--- src/rtl/unidade_controle_multiciclo_pkg.sv ---
// Shared encodings for the multi-cycle MIPS control unit and its datapath.
package unidade_controle_multiciclo_pkg;

  typedef enum logic [3:0] {
    StBusca      = 4'd0,
    StDecodifica = 4'd1,
    StEndMem     = 4'd2,
    StLeMem      = 4'd3,
    StEscreveLw  = 4'd4,
    StEscreveMem = 4'd5,
    StExecutaR   = 4'd6,
    StFimR       = 4'd7,
    StDesvio     = 4'd8,
    StSalto      = 4'd9,
    StExecutaI   = 4'd10,
    StFimI       = 4'd11,
    StIlegal     = 4'd12
  } estado_t;

  // ALU operation class requested by the FSM
  typedef enum logic [1:0] {
    UlaOpAdd   = 2'b00,
    UlaOpSub   = 2'b01,
    UlaOpFunct = 2'b10
  } ula_op_t;

  localparam logic [5:0] OpTipoR = 6'h00;
  localparam logic [5:0] OpLw    = 6'h23;
  localparam logic [5:0] OpSw    = 6'h2B;
  localparam logic [5:0] OpBeq   = 6'h04;
  localparam logic [5:0] OpJ     = 6'h02;
  localparam logic [5:0] OpAddi  = 6'h08;

  localparam logic [5:0] FnAdd = 6'h20;
  localparam logic [5:0] FnSub = 6'h22;
  localparam logic [5:0] FnAnd = 6'h24;
  localparam logic [5:0] FnOr  = 6'h25;
  localparam logic [5:0] FnSlt = 6'h2A;
  localparam logic [5:0] FnNor = 6'h27;

  localparam logic [3:0] UlaAnd = 4'b0000;
  localparam logic [3:0] UlaOr  = 4'b0001;
  localparam logic [3:0] UlaAdd = 4'b0010;
  localparam logic [3:0] UlaSub = 4'b0011;
  localparam logic [3:0] UlaSlt = 4'b0100;
  localparam logic [3:0] UlaNor = 4'b0101;

  localparam logic [1:0] FonteBReg     = 2'b00;
  localparam logic [1:0] FonteB4       = 2'b01;
  localparam logic [1:0] FonteBImm     = 2'b10;
  localparam logic [1:0] FonteBImmDesl = 2'b11;

  localparam logic [1:0] PcUla    = 2'b00;
  localparam logic [1:0] PcUlaOut = 2'b01;
  localparam logic [1:0] PcSalto  = 2'b10;

endpackage

--- src/rtl/unidade_controle_multiciclo_controle_ula.sv ---
// ALU control decoder: maps the FSM's operation class and funct to a 4-bit ALU code.
module unidade_controle_multiciclo_controle_ula
  import unidade_controle_multiciclo_pkg::*;
(
  input  ula_op_t    ula_op,
  input  logic [5:0] funct,
  output logic [3:0] controle,
  output logic       funct_ilegal
);

  // Decode ALU code; funct is only meaningful for the funct-decoded class
  always_comb begin
    controle     = UlaAdd;
    funct_ilegal = 1'b0;
    unique case (ula_op)
      UlaOpAdd: controle = UlaAdd;
      UlaOpSub: controle = UlaSub;
      UlaOpFunct: begin
        unique case (funct)
          FnAdd:   controle = UlaAdd;
          FnSub:   controle = UlaSub;
          FnAnd:   controle = UlaAnd;
          FnOr:    controle = UlaOr;
          FnSlt:   controle = UlaSlt;
          FnNor:   controle = UlaNor;
          default: funct_ilegal = 1'b1;
        endcase
      end
      default: controle = UlaAdd;
    endcase
  end

endmodule

--- src/rtl/unidade_controle_multiciclo.sv ---
// Multi-cycle control FSM: sequences fetch/decode/execute/memory/writeback and
// drives every datapath enable.
module unidade_controle_multiciclo
  import unidade_controle_multiciclo_pkg::*;
#(
  parameter int unsigned LARGURA_ESTADO = 4
) (
  input  logic                      clock,
  input  logic                      reset,
  input  logic [5:0]                opcode,
  input  logic [5:0]                funct,
  input  logic                      zero,
  input  logic                      memPronta,
  output logic [3:0]                controleUla,
  output logic                      escrevePC,
  output logic                      lerMem,
  output logic                      escreveMem,
  output logic                      iouD,
  output logic                      escreveIR,
  output logic                      regDst,
  output logic                      memParaReg,
  output logic                      escreveReg,
  output logic                      ulaFonteA,
  output logic [1:0]                ulaFonteB,
  output logic [1:0]                fontePC,
  output logic                      excecao,
  output logic [LARGURA_ESTADO-1:0] estado
);

  estado_t    estado_q, estado_d;
  ula_op_t    ula_op;
  logic [3:0] ula_controle;
  logic       funct_ilegal;

  unidade_controle_multiciclo_controle_ula u_controle_ula (
    .ula_op       (ula_op),
    .funct        (funct),
    .controle     (ula_controle),
    .funct_ilegal (funct_ilegal)
  );

  // State register, asynchronously returned to fetch
  always_ff @(posedge clock or posedge reset) begin
    if (reset) begin
      estado_q <= StBusca;
    end else begin
      estado_q <= estado_d;
    end
  end

  // ALU operation class per state; kept separate so the decoder result feeds the FSM cleanly
  always_comb begin
    ula_op = UlaOpAdd;
    unique case (estado_q)
      StExecutaR: ula_op = UlaOpFunct;
      StDesvio:   ula_op = UlaOpSub;
      default:    ula_op = UlaOpAdd;
    endcase
  end

  // Next state and outputs; everything forced low while reset is held
  always_comb begin
    estado_d    = estado_q;
    controleUla = 4'b0000;
    escrevePC   = 1'b0;
    lerMem      = 1'b0;
    escreveMem  = 1'b0;
    iouD        = 1'b0;
    escreveIR   = 1'b0;
    regDst      = 1'b0;
    memParaReg  = 1'b0;
    escreveReg  = 1'b0;
    ulaFonteA   = 1'b0;
    ulaFonteB   = FonteBReg;
    fontePC     = PcUla;
    excecao     = 1'b0;
    if (!reset) begin
      unique case (estado_q)
        StBusca: begin
          lerMem      = 1'b1;
          ulaFonteB   = FonteB4;
          controleUla = ula_controle;
          escreveIR   = memPronta;
          escrevePC   = memPronta;
          if (memPronta) estado_d = StDecodifica;
        end
        StDecodifica: begin
          ulaFonteB   = FonteBImmDesl;
          controleUla = ula_controle;
          unique case (opcode)
            OpTipoR:    estado_d = StExecutaR;
            OpLw, OpSw: estado_d = StEndMem;
            OpBeq:      estado_d = StDesvio;
            OpJ:        estado_d = StSalto;
            OpAddi:     estado_d = StExecutaI;
            default:    estado_d = StIlegal;
          endcase
        end
        StEndMem: begin
          ulaFonteA   = 1'b1;
          ulaFonteB   = FonteBImm;
          controleUla = ula_controle;
          estado_d    = (opcode == OpLw) ? StLeMem : StEscreveMem;
        end
        StLeMem: begin
          lerMem = 1'b1;
          iouD   = 1'b1;
          if (memPronta) estado_d = StEscreveLw;
        end
        StEscreveLw: begin
          escreveReg = 1'b1;
          memParaReg = 1'b1;
          estado_d   = StBusca;
        end
        StEscreveMem: begin
          escreveMem = 1'b1;
          iouD       = 1'b1;
          if (memPronta) estado_d = StBusca;
        end
        StExecutaR: begin
          ulaFonteA   = 1'b1;
          controleUla = ula_controle;
          estado_d    = funct_ilegal ? StIlegal : StFimR;
        end
        StFimR: begin
          escreveReg = 1'b1;
          regDst     = 1'b1;
          estado_d   = StBusca;
        end
        StDesvio: begin
          ulaFonteA   = 1'b1;
          controleUla = ula_controle;
          fontePC     = PcUlaOut;
          escrevePC   = zero;
          estado_d    = StBusca;
        end
        StSalto: begin
          fontePC   = PcSalto;
          escrevePC = 1'b1;
          estado_d  = StBusca;
        end
        StExecutaI: begin
          ulaFonteA   = 1'b1;
          ulaFonteB   = FonteBImm;
          controleUla = ula_controle;
          estado_d    = StFimI;
        end
        StFimI: begin
          escreveReg = 1'b1;
          estado_d   = StBusca;
        end
        StIlegal: begin
          // PC already advanced in fetch, so the bad instruction is simply skipped
          excecao  = 1'b1;
          estado_d = StBusca;
        end
        default: estado_d = StBusca;
      endcase
    end
  end

  assign estado = LARGURA_ESTADO'(estado_q);

endmodule
--- config.mk ---
export PLATFORM = sky130hd
export DESIGN_NAME = unidade_controle_multiciclo
export DESIGN_NICKNAME = d
export VERILOG_FILES = /design/src/rtl/unidade_controle_multiciclo_pkg.sv /design/src/rtl/unidade_controle_multiciclo_controle_ula.sv /design/src/rtl/unidade_controle_multiciclo.sv
export SDC_FILE = /design/constraint.sdc
export NUM_CORES = 1
export LEC_CHECK = 0
export CORE_UTILIZATION = 32
export CTS_BUF_LIST = sky130_fd_sc_hd__clkbuf_8 sky130_fd_sc_hd__clkbuf_16
export CTS_CLUSTER_DIAMETER = 200
export DETAILED_ROUTE_END_ITERATION = 12
export GPL_TIMING_DRIVEN = 0
export PLACE_DENSITY = 0.64
export REMOVE_ABC_BUFFERS = 1
export SYNTH_ARGS = -nofsm -noshare
export SYNTH_HDL_FRONTEND = slang
export SYNTH_SLANG_ARGS = --single-unit
--- constraint.sdc ---
create_clock -name clock -period 4.05 [get_ports clock]
set_input_delay 0.81 -clock clock [delete_from_list [all_inputs] [get_ports clock]]
set_output_delay 0.81 -clock clock [all_outputs]
set_load 0.005 [all_outputs]
; ---- Word level (Yosys, flattened, before mapping)
; Index checks and enable logic that the tools add are counted.
[classes]
n_mux = 38
n_eq_ne = 28
n_reduce_logical = 11
n_bitwise = 1
[op_table]
columns = operator, n
row1 = "equality test 6 bit, second input constant", 8
row2 = case mux 4 bit (7 select lines), 1
row3 = 2-to-1 mux 4 bit, 6
row4 = 2-to-1 mux 1 bit, 21
row5 = "equality test 4 bit, second input constant", 5
row6 = case mux 4 bit (5 select lines), 1
row7 = "equality test 4 x 3 -> 1 bit, second input constant", 4
row8 = case mux 3 bit (5 select lines), 1
row9 = OR reduction 6 bit, 2
row10 = "equality test 4 x 2 -> 1 bit, second input constant", 2
row11 = case mux 2 bit (2 select lines), 2
row12 = case mux 4 bit (2 select lines), 1
row13 = OR reduction 2 bit, 4
row14 = "equality test 6 x 2 -> 1 bit, second input constant", 1
row15 = "equality test 6 x 3 -> 1 bit, second input constant", 1
row16 = "equality test 6 x 4 -> 1 bit, second input constant", 1
row17 = logical NOT 6 bit, 1
row18 = "!= test 2 bit, second input constant", 3
row19 = case mux 2 bit (3 select lines), 1
row20 = "equality test 4 x 1 -> 1 bit, second input constant", 1
row21 = logical NOT 4 bit, 1
row22 = 2-to-1 mux 2 bit, 2
row23 = AND reduction 4 bit, 1
row24 = OR reduction 4 bit, 1
row25 = other kinds (6), 6
[word_totals]
out_inout_bits = 22
register_bits = 4
inputBits = 16

; ---- Logic depth before layout (Yosys ltp)
[depth]
depth_word = 6
ltp_mapped = 8
depth_no_buf = 8

; ---- Cells and area by module
; From an unflattened synthesis, not the netlist that was laid out.
[hier_totals]
hier_cells = 123
area_unflattened_um2 = 828.3
[modules_own_cells]
columns = module, cells_per_inst, seq_area_each_um2, area_per_inst_um2, n_inst
row1 = unidade_controle_multiciclo, 97, 100.1, 651.9, 1
row2 = unidade_controle_multiciclo_controle_ula, 26, 0.0, 176.4, 1

; ---- Worst setup path before layout
; Ideal clock, no wire load.
[synth_path]
path_kind = flip-flop to output port
from = reg estado_q[0], in the netlist estado[0]
to = out controleUla[2]
required_ns = 3.240
path_stages_with_launch = 7
path_buffers = 0
arrival_ns = 1.644
slack_ns = 1.596
path_cell_list = dfrtp_1 > nand2b_1 > or2_1 > ha_1 > a21oi_1 > nand2_1 > nor4b_1
[synth_via]
elab_chain_len = 6
elab_cells_between_ends = 13
cone_classes = 7 x eq/ne / 4 x mux / 2 x reduce/logical
[synth_lines]
columns = element, line_no
row1 = from (decl), unidade_controle_multiciclo.sv:30  ; estado_t estado_q, estado_d;
row2 = from (signal assigned), unidade_controle_multiciclo.sv:45  ; estado_q <= StBusca;
row3 = from (signal assigned), unidade_controle_multiciclo.sv:47  ; estado_q <= estado_d;
row4 = equality test 4 bit or equality test 4 x 3 -> 1 bit (tied branches), "unidade_controle_multiciclo.sv:54, unidade_controle_multiciclo.sv:78"
row5 = case mux 2 bit (2 select lines), unidade_controle_multiciclo.sv:54  ; unique case (estado_q)
row6 = equality test 2 bit or equality test 2 x 1 -> 1 bit (tied branches), unidade_controle_multiciclo_controle_ula.sv:15  ; unique case (ula_op)
row7 = case mux 4 bit (2 select lines), unidade_controle_multiciclo_controle_ula.sv:15
row8 = 2-to-1 mux 4 bit (*), unidade_controle_multiciclo.sv:78  ; unique case (estado_q)
row9 = 2-to-1 mux 4 bit (*), unidade_controle_multiciclo.sv:77  ; if (!reset) begin
row10 = to (decl), unidade_controle_multiciclo.sv:14  ; output logic [3:0] controleUla,
; Mark *: on every way between the ends. The rest lies on a longest branch, timed or not.

; ---- Final worst setup path
[layout_path]
from = in reset
to = out escrevePC
[layout_via]
elab_chain_len = 1
[layout_lines]
columns = element, line_no
row1 = from (decl), unidade_controle_multiciclo.sv:9  ; input logic reset,
row2 = 2-to-1 mux 1 bit, unidade_controle_multiciclo.sv:77
row3 = to (decl), unidade_controle_multiciclo.sv:15  ; output logic escrevePC,
; No other way between the ends.

==> results.toml <==
[setup_path]
path_class = "in -> out"
setup.worst_path.start = "reset"
arrival_ns = 3.00
r2r-start = "estado[1]$_DFFE_PP0P_"
crit_path_top_delay_cell = "clkdlybuf4s50_1"
cp_max_fo = 19
crit_path_cell_trace = "clkdlybuf4s50_1 -> nor3_1 -> and3_1 -> a311o_1 -> clkdlybuf4s50_1"
crit_path_frequent_cell = "clkdlybuf4s50_1"
required_ns = 3.24
end_kind = "output port"
slowest_delay_ns = 0.74
start_kind = "primary input"

[final_layout]
layout.nets = 167
nFillCells = 240
fin_util_pct = 52.7
syn2layout_area_growth_pct = 51.1
multi_input_area_um2 = 636
largest_reg_flops = 4
n_antenna_cell = 0
layout-drive-gt1-share_pct = 6.16
final-instance-count-excl-fill = 174
fin_area_um2 = 1190
seqCellArea_um2 = 100

[clock_network]
cts_resized = 0
cts_tree = "done"
clkSlewWorstSetupHoldPaths_ns = 0.03
cts.sinks = 4
clk_latency_ns = 0.22
clk_path_buf_depth = 2
htree_levels = 1
root_buffer = "clkbuf_8"
cts_hold_buf = 0
postCtsSetupBuffers = 0
numCtsBuffers = 3

[synthesis]
ys_warn_count = 0
synth-seq-cells = 4
syn_avg_cell_area_um2 = 6.89
ys_top_cells_by_area = "dfrtp_1 13%, nand2_1 5.7%, nor2_1 5.7%"
async_flop_share_pct = 100
yosys.area.top_type = "dfrtp_1"
synthDistinctLibCells = 42
yosys-top-cells-count = "12 x nand2_1, 12 x nor2_1, 8 x nor3_1"
post_synth_inst_count = 114
synth_edf_count = 0
synth_area_um2 = 786
synth_ff_type = "dfrtp_1"
synth_top_area_share_pct = 12.7
seq_area_frac_synth_pct = 12.7

[die]
die_h_um = 51.6
io_pins = 38
start_util_pct = 34.9
dieArea_um2 = 2660
core_area_um2 = 2250
rows = 17
die_w_um = 51.6

[power]
internal_power_mw = 0.299
power_mw = 0.514
seqPwrFrac_pct = 21.5
swShare_pct = 41.8
peakVddDrop_uv = 203
p_comb_share_pct = 62.3
switchingPower_mw = 0.215
p_clk_share_pct = 16.2
cellPowerDensity_nw_per_um2 = 433
leakage_nw = 0.429

[placement]
place_hpwl_um = 1710
dp.cells = 171
gp_congestion = 0.814
io_buffers = 36
placed_area_um2 = 1150
place_ws_ns = 0.263

[detailed_routing]
first_pass_iters = 4
vias = 973
wl_per_cell_um = 12.9
drtIter0Drc = 25
wl_um = 2250
drtAntennaViolNets = 0
vias_per_cell = 5.59
post-route-drc-count = 0

[grt]
grt_pass1_vias = 876
grt_usage_pct = 18.4
overflow = 0
antenna_found_initial = 0
grt_pass1_wl_um = 3730
grt_max_degree = 20

[timing]
hold_viol_final = 0
fmax_mhz = 263
worst_slack_ns = 0.241
period_minus_slack_ns = 3.81
skew_ns = 0.000732
setup_violations = 0
tns_ns = 0
worst_slew_pin_slew_ns = 0.650
period_share_pct = 94.0
rsz0062_at_grt = "false"
finalHoldWorstSlack_ns = 0.828
slew_violations = 0
slew_headroom_pct = 56.6

[min_path]
min_from = "estado[1]$_DFFE_PP0P_"
hold_class = "reg -> reg"

[job]
maxCapViolations = 0

[run_status]
status = "completed"
cells by family after synthesis:
kind of cell,synth area share (%)
compound gates,29.0
xor+xnor,3.34
fa+ha+maj,4.78
buf+inv,6.37
flops,12.7
mux,1.43
other cells,0.477
simple gates,41.9
final timing paths:
| path | to | slack, ns | cells after the start |
|---|---|---|---|
| max | escrevePC | 0.24 | 5 |
| min | estado[1]$_DFFE_PP0P_ | 0.83 | 2 |
| max reg2reg | estado[0]$_DFFE_PP0P_ | 2.07 | 6 |
| min reg2reg | estado[1]$_DFFE_PP0P_ | 0.83 | 2 |
| max in group asynchronous | estado[3]$_DFFE_PP0P_ | 2.54 | 2 |
| min in group asynchronous | estado[2]$_DFFE_PP0P_ | 1.30 | 2 |
per-layer routing:
metal | global-route usage [%] | vias to the layer above | wire [um]
li1 | - | 488 | -
met1 | 24.1 | 446 | 1090
met2 | 29.9 | 37 | 1010
met3 | 3.22 | 2 | 143
met4 | 7.21 | 0 | 8
met5 | 0 | - | 0
worst max-delay path: cells and delay by family:
kind,cells,cell delay (ns)
buffers and inverters,2,1.24
AND/OR/NAND/NOR,2,0.81
AO/OA/AOI/OAI,1,0.14
placed cells by master (no fill, tap or decap):
cell and instances:
a21oi_1 4, a311o_1 1, dfrtp_1 4, ha_1 3
o22ai_1 2, o2111ai_1 1, clkdlybuf4s50_1 36, mux2_2 1
a2111oi_2 2, conb_1 1, a22oi_1 1, nor2_1 12
and2_1 1, xnor2_1 2, a221oi_2 1, nor4b_1 2
and3_2 1, o22a_1 1, o41ai_1 1, inv_1 4
nand4_1 2, o21ai_0 4, a31o_2 1, a21boi_1 1
nand2_1 12, o21a_1 4, nor4_1 6, o211ai_1 3
nand3b_1 1, nor2b_1 5, or2_1 1, a32oi_1 1
clkbuf_8 3, and3_1 2, nand2b_1 7, nor3_1 8
xor2_1 1, and4_1 1, nor3b_1 1, a211o_1 1
power groups by stage:
stage | clock [mW] | combinational [mW] | sequential [mW]
floorplan | 0 | 0.179 | 0.0951
global placement | 0 | 0.320 | 0.109
detailed placement | 0 | 0.320 | 0.110
CTS | 0.0852 | 0.322 | 0.110
global route | 0.0884 | 0.356 | 0.115
finish | 0.0833 | 0.320 | 0.110
cell type report:
cell class	instances	share of cell area, %
Timing Repair Buffer	36	30.3
Multi-Input combinational cell	99	53.5
Tap cell	28	2.95
Clock buffer	3	3.48
Inverter	4	1.26
Sequential cell	4	8.43
Power figures use the tool's default switching activity.
